## src/rtl/obc_slice_accumulator.sv

```systemverilog
// ---------------------------------------------------------------------------
// obc_slice_accumulator
//
// Purpose:
//   Bit-serial driver and shift-accumulator for one bin of the offset-binary-
//   coding 16-point DFT datapath. A transform starts by capturing 16 parallel
//   two's-complement samples. The block then presents one bit-slice per cycle,
//   MSB first, to a combinational partial-product ROM. It sums the ROM's 8
//   partial products and shift-accumulates them into a full-precision bin
//   value. Finally it adds the bin's OBC offset constant and presents the result.
//
// Ports:
//   i_clk         sole clock, rising edge
//   i_rst         asynchronous active-high reset
//   i_start       transform request, only looked at while idle
//   i_samples     16 samples, sample i at [i*DATA_W +: DATA_W]
//   i_offset_in   signed OBC offset for this bin, captured with i_start
//   o_x_bits      current bit-slice driving the ROM select inputs
//   i_rom_in0..7  signed partial products returned by the ROM for o_x_bits
//   o_busy        high while slices are being accumulated
//   o_done        one-cycle pulse, o_result is valid
//   o_result      signed bin value, held until the next o_done
// ---------------------------------------------------------------------------
module obc_slice_accumulator #(
    parameter  int DATA_W = 8,
    parameter  int ROM_W  = 32,
    localparam int RES_W  = ROM_W + 3 + DATA_W - 1
) (
    input  logic                      i_clk,
    input  logic                      i_rst,
    input  logic                      i_start,
    input  logic [16*DATA_W-1:0]      i_samples,
    input  logic signed [ROM_W-1:0]   i_offset_in,
    output logic [15:0]               o_x_bits,
    input  logic signed [ROM_W-1:0]   i_rom_in0,
    input  logic signed [ROM_W-1:0]   i_rom_in1,
    input  logic signed [ROM_W-1:0]   i_rom_in2,
    input  logic signed [ROM_W-1:0]   i_rom_in3,
    input  logic signed [ROM_W-1:0]   i_rom_in4,
    input  logic signed [ROM_W-1:0]   i_rom_in5,
    input  logic signed [ROM_W-1:0]   i_rom_in6,
    input  logic signed [ROM_W-1:0]   i_rom_in7,
    output logic                      o_busy,
    output logic                      o_done,
    output logic signed [RES_W-1:0]   o_result
);

    localparam int CNT_W = (DATA_W > 1) ? $clog2(DATA_W) : 1;
    localparam int SUM_W = ROM_W + 3;

    typedef enum logic [1:0] {
        ST_IDLE,
        ST_RUN,
        ST_DONE
    } state_t;

    state_t                    r_state;
    state_t                    w_nextState;

    logic [DATA_W-1:0]         r_shift [16];
    logic [15:0]               r_xBits;
    logic [CNT_W-1:0]          r_count;
    logic signed [RES_W-1:0]   r_acc;
    logic signed [RES_W-1:0]   r_result;
    logic signed [ROM_W-1:0]   r_offset;

    logic [DATA_W-1:0]         w_sample [16];
    logic signed [ROM_W-1:0]   w_rom [8];
    logic signed [SUM_W-1:0]   w_sliceSum;
    logic signed [RES_W-1:0]   w_sumExt;
    logic signed [RES_W-1:0]   w_offsetExt;
    logic signed [RES_W-1:0]   w_accNext;
    logic                      w_capture;
    logic                      w_firstSlice;
    logic                      w_lastSlice;

    // Split the flat sample bus into per-sample words so the capture loop
    // below can address them by index.
    always_comb begin
        for (int i = 0; i < 16; i++) begin
            w_sample[i] = i_samples[i*DATA_W +: DATA_W];
        end
    end

    // Gather the eight ROM outputs into an array and add them together. The
    // sum is three bits wider than one partial product, so it can never
    // overflow.
    always_comb begin
        w_rom[0] = i_rom_in0;
        w_rom[1] = i_rom_in1;
        w_rom[2] = i_rom_in2;
        w_rom[3] = i_rom_in3;
        w_rom[4] = i_rom_in4;
        w_rom[5] = i_rom_in5;
        w_rom[6] = i_rom_in6;
        w_rom[7] = i_rom_in7;
        w_sliceSum = '0;
        for (int k = 0; k < 8; k++) begin
            w_sliceSum = w_sliceSum + SUM_W'(w_rom[k]);
        end
    end

    // The MSB slice carries negative weight in two's complement, so the first
    // slice seeds the accumulator with -S. Every later slice doubles the
    // running value and adds S. RES_W leaves room for DATA_W-1 doublings, so
    // no wrap can occur.
    always_comb begin
        w_sumExt    = RES_W'(w_sliceSum);
        w_offsetExt = RES_W'(r_offset);
        if (w_firstSlice) begin
            w_accNext = -w_sumExt;
        end else begin
            w_accNext = (r_acc <<< 1) + w_sumExt;
        end
    end

    assign w_capture    = (r_state == ST_IDLE) && i_start;
    assign w_firstSlice = (r_count == CNT_W'(DATA_W - 1));
    assign w_lastSlice  = (r_state == ST_RUN) && (r_count == '0);

    // State register for the IDLE -> RUN -> DONE sequence.
    always_ff @(posedge i_clk or posedge i_rst) begin
        if (i_rst) begin
            r_state <= ST_IDLE;
        end else begin
            r_state <= w_nextState;
        end
    end

    // Next-state and status decode. RUN lasts until the slice counter has
    // consumed the LSB slice. DONE is always exactly one cycle, which gives
    // the one-cycle o_done pulse.
    always_comb begin
        w_nextState = r_state;
        o_busy      = 1'b0;
        o_done      = 1'b0;
        case (r_state)
            ST_IDLE: begin
                if (i_start) begin
                    w_nextState = ST_RUN;
                end
            end
            ST_RUN: begin
                o_busy = 1'b1;
                if (r_count == '0) begin
                    w_nextState = ST_DONE;
                end
            end
            ST_DONE: begin
                o_done      = 1'b1;
                w_nextState = ST_IDLE;
            end
            default: begin
                w_nextState = ST_IDLE;
            end
        endcase
    end

    // Datapath registers. o_x_bits is a true register, so the slice for a RUN
    // cycle must already be loaded on the edge before that cycle. On capture,
    // the MSBs go straight into r_xBits and each shift register keeps the
    // remaining bits, left-aligned. Each RUN edge then pops the next bit.
    // After the last slice, r_xBits clears so the ROM sees zero in DONE.
    always_ff @(posedge i_clk or posedge i_rst) begin
        if (i_rst) begin
            r_xBits  <= '0;
            r_count  <= '0;
            r_acc    <= '0;
            r_result <= '0;
            r_offset <= '0;
            for (int i = 0; i < 16; i++) begin
                r_shift[i] <= '0;
            end
        end else if (w_capture) begin
            r_offset <= i_offset_in;
            r_acc    <= '0;
            r_count  <= CNT_W'(DATA_W - 1);
            for (int i = 0; i < 16; i++) begin
                r_xBits[i] <= w_sample[i][DATA_W-1];
                r_shift[i] <= w_sample[i] << 1;
            end
        end else if (r_state == ST_RUN) begin
            r_acc   <= w_accNext;
            r_count <= r_count - CNT_W'(1);
            for (int i = 0; i < 16; i++) begin
                r_xBits[i] <= w_lastSlice ? 1'b0 : r_shift[i][DATA_W-1];
                r_shift[i] <= r_shift[i] << 1;
            end
            if (w_lastSlice) begin
                r_result <= w_accNext + w_offsetExt;
            end
        end
    end

    assign o_x_bits = r_xBits;
    assign o_result = r_result;

endmodule

```

## config.mk

```make
export PLATFORM = sky130hd
export DESIGN_NAME = obc_slice_accumulator
export DESIGN_NICKNAME = d
export VERILOG_FILES = /design/src/rtl/obc_slice_accumulator.sv
export SDC_FILE = /design/constraint.sdc
export NUM_CORES = 1
export LEC_CHECK = 0
export CORE_UTILIZATION = 40
export DETAILED_ROUTE_END_ITERATION = 8
export GPL_TIMING_DRIVEN = 1
export PLACE_DENSITY = 0.65
export RECOVER_POWER = 50
export SLEW_MARGIN = 20
export SYNTH_ARGS = -nofsm -noshare
export SYNTH_HDL_FRONTEND = slang
export SYNTH_SLANG_ARGS = --single-unit
```

## constraint.sdc

```tcl
create_clock -name i_clk -period 9 [get_ports i_clk]
set_input_delay 1.35 -clock i_clk [delete_from_list [all_inputs] [get_ports i_clk]]
set_output_delay 1.35 -clock i_clk [all_outputs]
set_load 0.02 [all_outputs]
```

-- Yosys cells after proc, flatten, opt, wreduce, memory -nomap -nowiden
Index checks and enable logic that the tools add are counted.
- register bits: 264
- bits of input ports: 419
- output and inout bits: 60
- $add $sub $neg: 11
- eq/ne operators: 5
- muxes and demuxes: 30
- bitwise logic cells: 1
- reductions and logical operators: 7
- operator list (kind ; count):
    two-way mux 128 bit ; 2
    adder 35 x 32 -> 35 bit ; 4
    two-way mux 41 bit ; 2
    adder 42 x 32 -> 42 bit ; 1
    adder 42 x 35 -> 42 bit ; 1
    two-way mux 42 bit ; 1
    negator 35 -> 42 bit ; 1
    adder 34 x 32 -> 35 bit ; 1
    adder 33 x 32 -> 34 bit ; 1
    adder 32 x 32 -> 33 bit ; 1
    two-way mux 16 bit ; 2
    two-way mux 1 bit ; 18
    two-way mux 3 bit ; 2
    two-way mux 2 bit ; 2
    one-hot mux 2 bit (2 select lines) ; 1
    == test 3 bit (second input constant) ; 1
    logical NOT 3 bit ; 1
    AND reduction 3 bit ; 1
    subtractor 3 x 1 -> 3 bit (second input constant) ; 1
    == test 2 x 1 -> 1 bit (second input constant) ; 1
    == test 2 bit (second input constant) ; 1
    logical AND 1 bit ; 2
    logical NOT 2 bit ; 1
    != test 2 x 1 -> 1 bit (second input constant) ; 1
    4 further kinds ; 4

-- Depth between registers and ports, before layout
- depth after elaboration: 11
- depth in mapped cells: 43

-- Worst setup path before layout
Ideal clock, no wire load.
- path type: in2reg
- start: input port i_rom_in0[2]
- end: register r_result[41] (netlist: o_result[41])
- library setup time: 0.126 ns
- arrival time: 10.256 ns
- data required time: 8.874 ns
- path slack: -1.382 ns
- stages: 39
- buffers on the path: 0
- cell sequence: inv_1 -> fa_1 -> inv_1 -> fa_1 -> fa_1 -> inv_1 -> fa_1 -> inv_1 -> ha_1 -> inv_1 -> fa_1 -> nor2b_1 -> o31a_1 -> o41a_1 -> o2111a_1 -> nor3_1 -> ha_1 -> and3_1 -> [... 3 more ...] -> nand3_1 -> a21o_1 -> a21oi_1 -> o21ai_0 -> xnor2_1 -> mux2i_1 -> ha_1 -> a21o_1 -> a31o_2 -> a2111oi_0 -> or4b_2 -> nand3_1 -> o311ai_0 -> and3_1 -> o211a_1 -> o31ai_1 -> a221oi_1 -> a221o_1
- longest elaborated chain between the ends: 10
- elaborated cells between the ends (all ways): 11
- RTL lines (what ; line ; text):
    start: declaration ; 35 ; input logic signed [ROM_W-1:0] i_rom_in0,
    adder 32 x 32 -> 33 bit * ; 99 ; w_sliceSum = w_sliceSum + SUM_W'(w_rom[k]);
    adder 33 x 32 -> 34 bit * ; 99 ;
    adder 34 x 32 -> 35 bit * ; 99 ;
    adder 35 x 32 -> 35 bit * (4 in series) ; 99 ;
    adder 42 x 35 -> 42 bit / negator 35 -> 42 bit (equally long branches) ; 113, 111 ;
    two-way mux 42 bit * ; 110 ; if (w_firstSlice) begin
    adder 42 x 32 -> 42 bit * ; 190 ; r_result <= w_accNext + w_offsetExt;
    end signal: assignment ; 190 ;
    end: declaration ; 64 ; logic signed [RES_W-1:0] r_result;
Mark *: on every way between the ends. The rest lies on a longest branch, timed or not.
A chain may end at the register's enable or synchronous reset.

-- Worst setup path in the final report
- start: input port i_rom_in2[5]
- end: register r_result[41] (netlist: o_result[41])
- longest elaborated chain between the ends: 9
- elaborated cells between the ends (all ways): 10
- RTL lines (what ; line ; text):
    start: declaration ; 37 ; input logic signed [ROM_W-1:0] i_rom_in2,
    adder 33 x 32 -> 34 bit * ; 99 ;
    adder 34 x 32 -> 35 bit * ; 99 ;
    adder 35 x 32 -> 35 bit * (4 in series) ; 99 ;
    adder 42 x 35 -> 42 bit / negator 35 -> 42 bit (equally long branches) ; 113, 111 ;
    two-way mux 42 bit * ; 110 ;
    adder 42 x 32 -> 42 bit * ; 190 ;
Marked as above.

==> results.json <==
{
  "cts_made_buffers": 26,
  "die_area_mm2": 0.0580,
  "detail-route-antenna-nets": 0,
  "max-cap-violations": 5,
  "crit_family": "compound AO/OA/AOI/OAI gates",
  "synth_top_cell_area_share": 0.272,
  "status": "finished with violations",
  "cp-start-kind": "primary input",
  "synth_edf_count": 0,
  "worstPathRequired_ps": 9440,
  "fin_ws_ps": -590,
  "cts_sinks": 248,
  "synth-seq-area-share": 0.272,
  "mostFrequentLayoutCell": "buf_4",
  "routedWlPerCell_um": 16.8,
  "drt-total-wl_um": 71800,
  "rsz0062_at_grt": "true",
  "crit_path_max_fanout": 4,
  "cts_hold_buf": 0,
  "first_global_vias": 23215,
  "end_kind": "flip-flop",
  "synth.area.top_cells": "dfrtp_1 (27%), fa_1 (17%), inv_1 (7.1%)",
  "grt_max_degree": 159,
  "period_minus_slack_ps": 9590,
  "fin_crit_sh": 1.07,
  "yosys_warnings": 0,
  "n_fill_cell": 5037,
  "clk_latency_ps": 560,
  "nets": 4225,
  "drv_slew": 436,
  "synth_top_family_by_area": "adder cells",
  "hp-start": "o_result[14]",
  "max_stage_delay_ps": 590,
  "die_w_um": 241,
  "grt_usage": 0.245,
  "htreeDepth": 1,
  "reg2reg_slack_ps": 1800,
  "path_clk_slew_ps": 70,
  "drcViolationCount": 0,
  "layout_common_cells": "buf_4 (438), clkdlybuf4s50_1 (422), inv_1 (371)",
  "final.setup.tns_ps": -3800,
  "cts_buffer_depth": 3,
  "n_antenna_cell": 0,
  "yosysUniqueCellTypes": 84,
  "clock-root-buffer": "clkbuf_16",
  "synthMuxAreaShare": 0.00367,
  "chipHeight_um": 241,
  "arrival_ps": 10030,
  "dr.first_iter.drc_count": 1217,
  "port_buffers": 478,
  "cts_tree": "done",
  "r2r_start": "r_state[1]",
  "yosys_register_bits": 248,
  "hold_ws_ps": 472,
  "hold_class": "reg2reg",
  "setup_viol": 15,
  "synthCells": 2640,
  "antenna_found_initial": 1,
  "synth_compound_area_frac": 0.220,
  "tightestPinTransition_ps": 4360,
  "dp.final_hpwl_um": 55700,
  "timing.final.hold_violations": 0,
  "holdPathEnd": "o_result[14]",
  "grt_pass1_wl_um": 114000,
  "drive_above_1_share": 0.212,
  "vias": 22077,
  "syn_to_final_growth_pct": 46.1,
  "r2r-end": "o_x_bits[2]",
  "fmax_mhz": 104,
  "start_util": 0.405,
  "viasPerCell": 5.18,
  "hold_depth": 2,
  "overflow": 0,
  "worstSetupPathType": "in2reg",
  "core_mm2": 0.0564,
  "synthAdderAreaFrac": 0.240,
  "gp_congestion": 0.923,
  "syn-num-nets": 3378,
  "rows": 87,
  "violations": "max-capacitance violations, max-slew violations, negative setup slack",
  "critPathMostFrequentCell": "fa_1",
  "io_pins": 479,
  "netlist_area_mm2": 0.0228,
  "critPathSlowestCell": "fa_1",
  "syn_avg_cell_area_um2": 8.65,
  "reg2regPathDepth": 7,
  "skew_ps": 12.6,
  "dr.pass1.iters": 5,
  "yosys.area.top_type": "dfrtp_1",
  "post_synth_xor_area_fraction": 0.0426,
  "async_flop_share": 1.00,
  "yosys.area_share.simple": 0.131,
  "slew_headroom": -1.91,
  "ys.flop_type": "dfrtp_1",
  "critPathBufInv": 5
}
-- final cells by class --
cell class                 count  area, um2  area share
tap                          756        946      0.0284
clock buffer                  29        672      0.0201
inverter                     432       1630      0.0489
timing repair buffer         931       8180       0.245
sequential                   248       6210       0.186
clock inverter                19        208     0.00623
multi-input combinational   1848      15500       0.465
-- synth_stat cells, types with 7 or more instances --
cell type / instances
o21ai_0: 207
buf_2: 8
a22o_1: 46
nand2b_1: 14
a31o_2: 7
dfrtp_1: 248
nand3_1: 20
nor3_1: 33
or3_1: 16
inv_1: 431
fa_1: 197
a211oi_1: 8
and3_1: 25
a21oi_1: 204
a21o_1: 49
buf_1: 9
nand2_1: 276
a22oi_1: 97
o21a_1: 26
nand4_1: 14
o211ai_1: 12
nor2b_1: 79
and2_1: 7
o31ai_1: 33
o21bai_1: 15
or2_2: 10
ha_1: 122
nor2_1: 99
xnor2_1: 67
clkbuf_1: 92
xor2_1: 44
a31oi_1: 12
-- repair_timing --
item	in CTS	in global routing
endpoints found under the setup margin	23	23
gates resized for setup	207	100
pin swaps	116	43
setup buffers	33	20
-- metal layers --
layer	share of wire	track usage
met4	0.027	0.0631
met3	0.046	0.0327
met5	0.00015	0
met1	0.41	0.306
met2	0.51	0.442
-- flip-flops by register name (all words and copies together), names as in the netlist --
signal,cells
o_result,42
r_state,2
o_x_bits,16
r_count,3
r_shift,112
r_offset,32
r_acc,41
-- worst register-to-register path, stage by stage, from the launching register on --
cell and delay (ps):
dfrtp_2 340, clkbuf_1 3020, nand2b_1 980, clkinv_2 750, nand2_2 670, buf_4 650, a21oi_1 250, o31ai_1 430
-- cells by family (layout without fill, tap and decap cells) --
| group | Yosys count | after routing |
|---|---|---|
| xor gates and xnor gates | 111 | 111 |
| DFF | 248 | 248 |
| AOI/OAI and AO/OA | 786 | 786 |
| and+or+nand+nor | 624 | 624 |
| adders and majority gates | 319 | 319 |
| buffers and inverters | 544 | 1411 |
| muxes | 8 | 8 |
-- through the flow --
| stage | std cells | instance area (um2) | util | worst slack (ps) |
|---|---|---|---|---|
| 2_1_floorplan | 2640 | 23000 | - | -638 |
| 3_3_place_gp | 4166 | 31400 | 0.557 | -1560 |
| 3_5_place_dp | 4167 | 31400 | 0.557 | -1680 |
| 4_1_cts | 4245 | 32900 | 0.584 | -523 |
| 5_1_grt | 4263 | 33400 | 0.592 | -889 |
| 6_report | 4263 | 33400 | 0.592 | -590 |
-- worst max-delay path by stage --
stage	startpoint	endpoint	slack, ps	cells after the start
finish	i_rom_in2[5]	o_result[41]	-590	37
CTS	i_rom_in3[2]	o_result[41]	-520	39
global placement	i_rom_in3[2]	o_result[41]	-1560	41
floorplan	i_rom_in3[2]	o_result[41]	-640	39
detailed placement	i_rom_in3[2]	o_result[41]	-1680	41
global route	i_rom_in3[2]	o_result[41]	-890	39
Power is left out: the tool's default activity adds up to more than one toggle a clock period on the data nets, which glitch-free logic cannot reach.
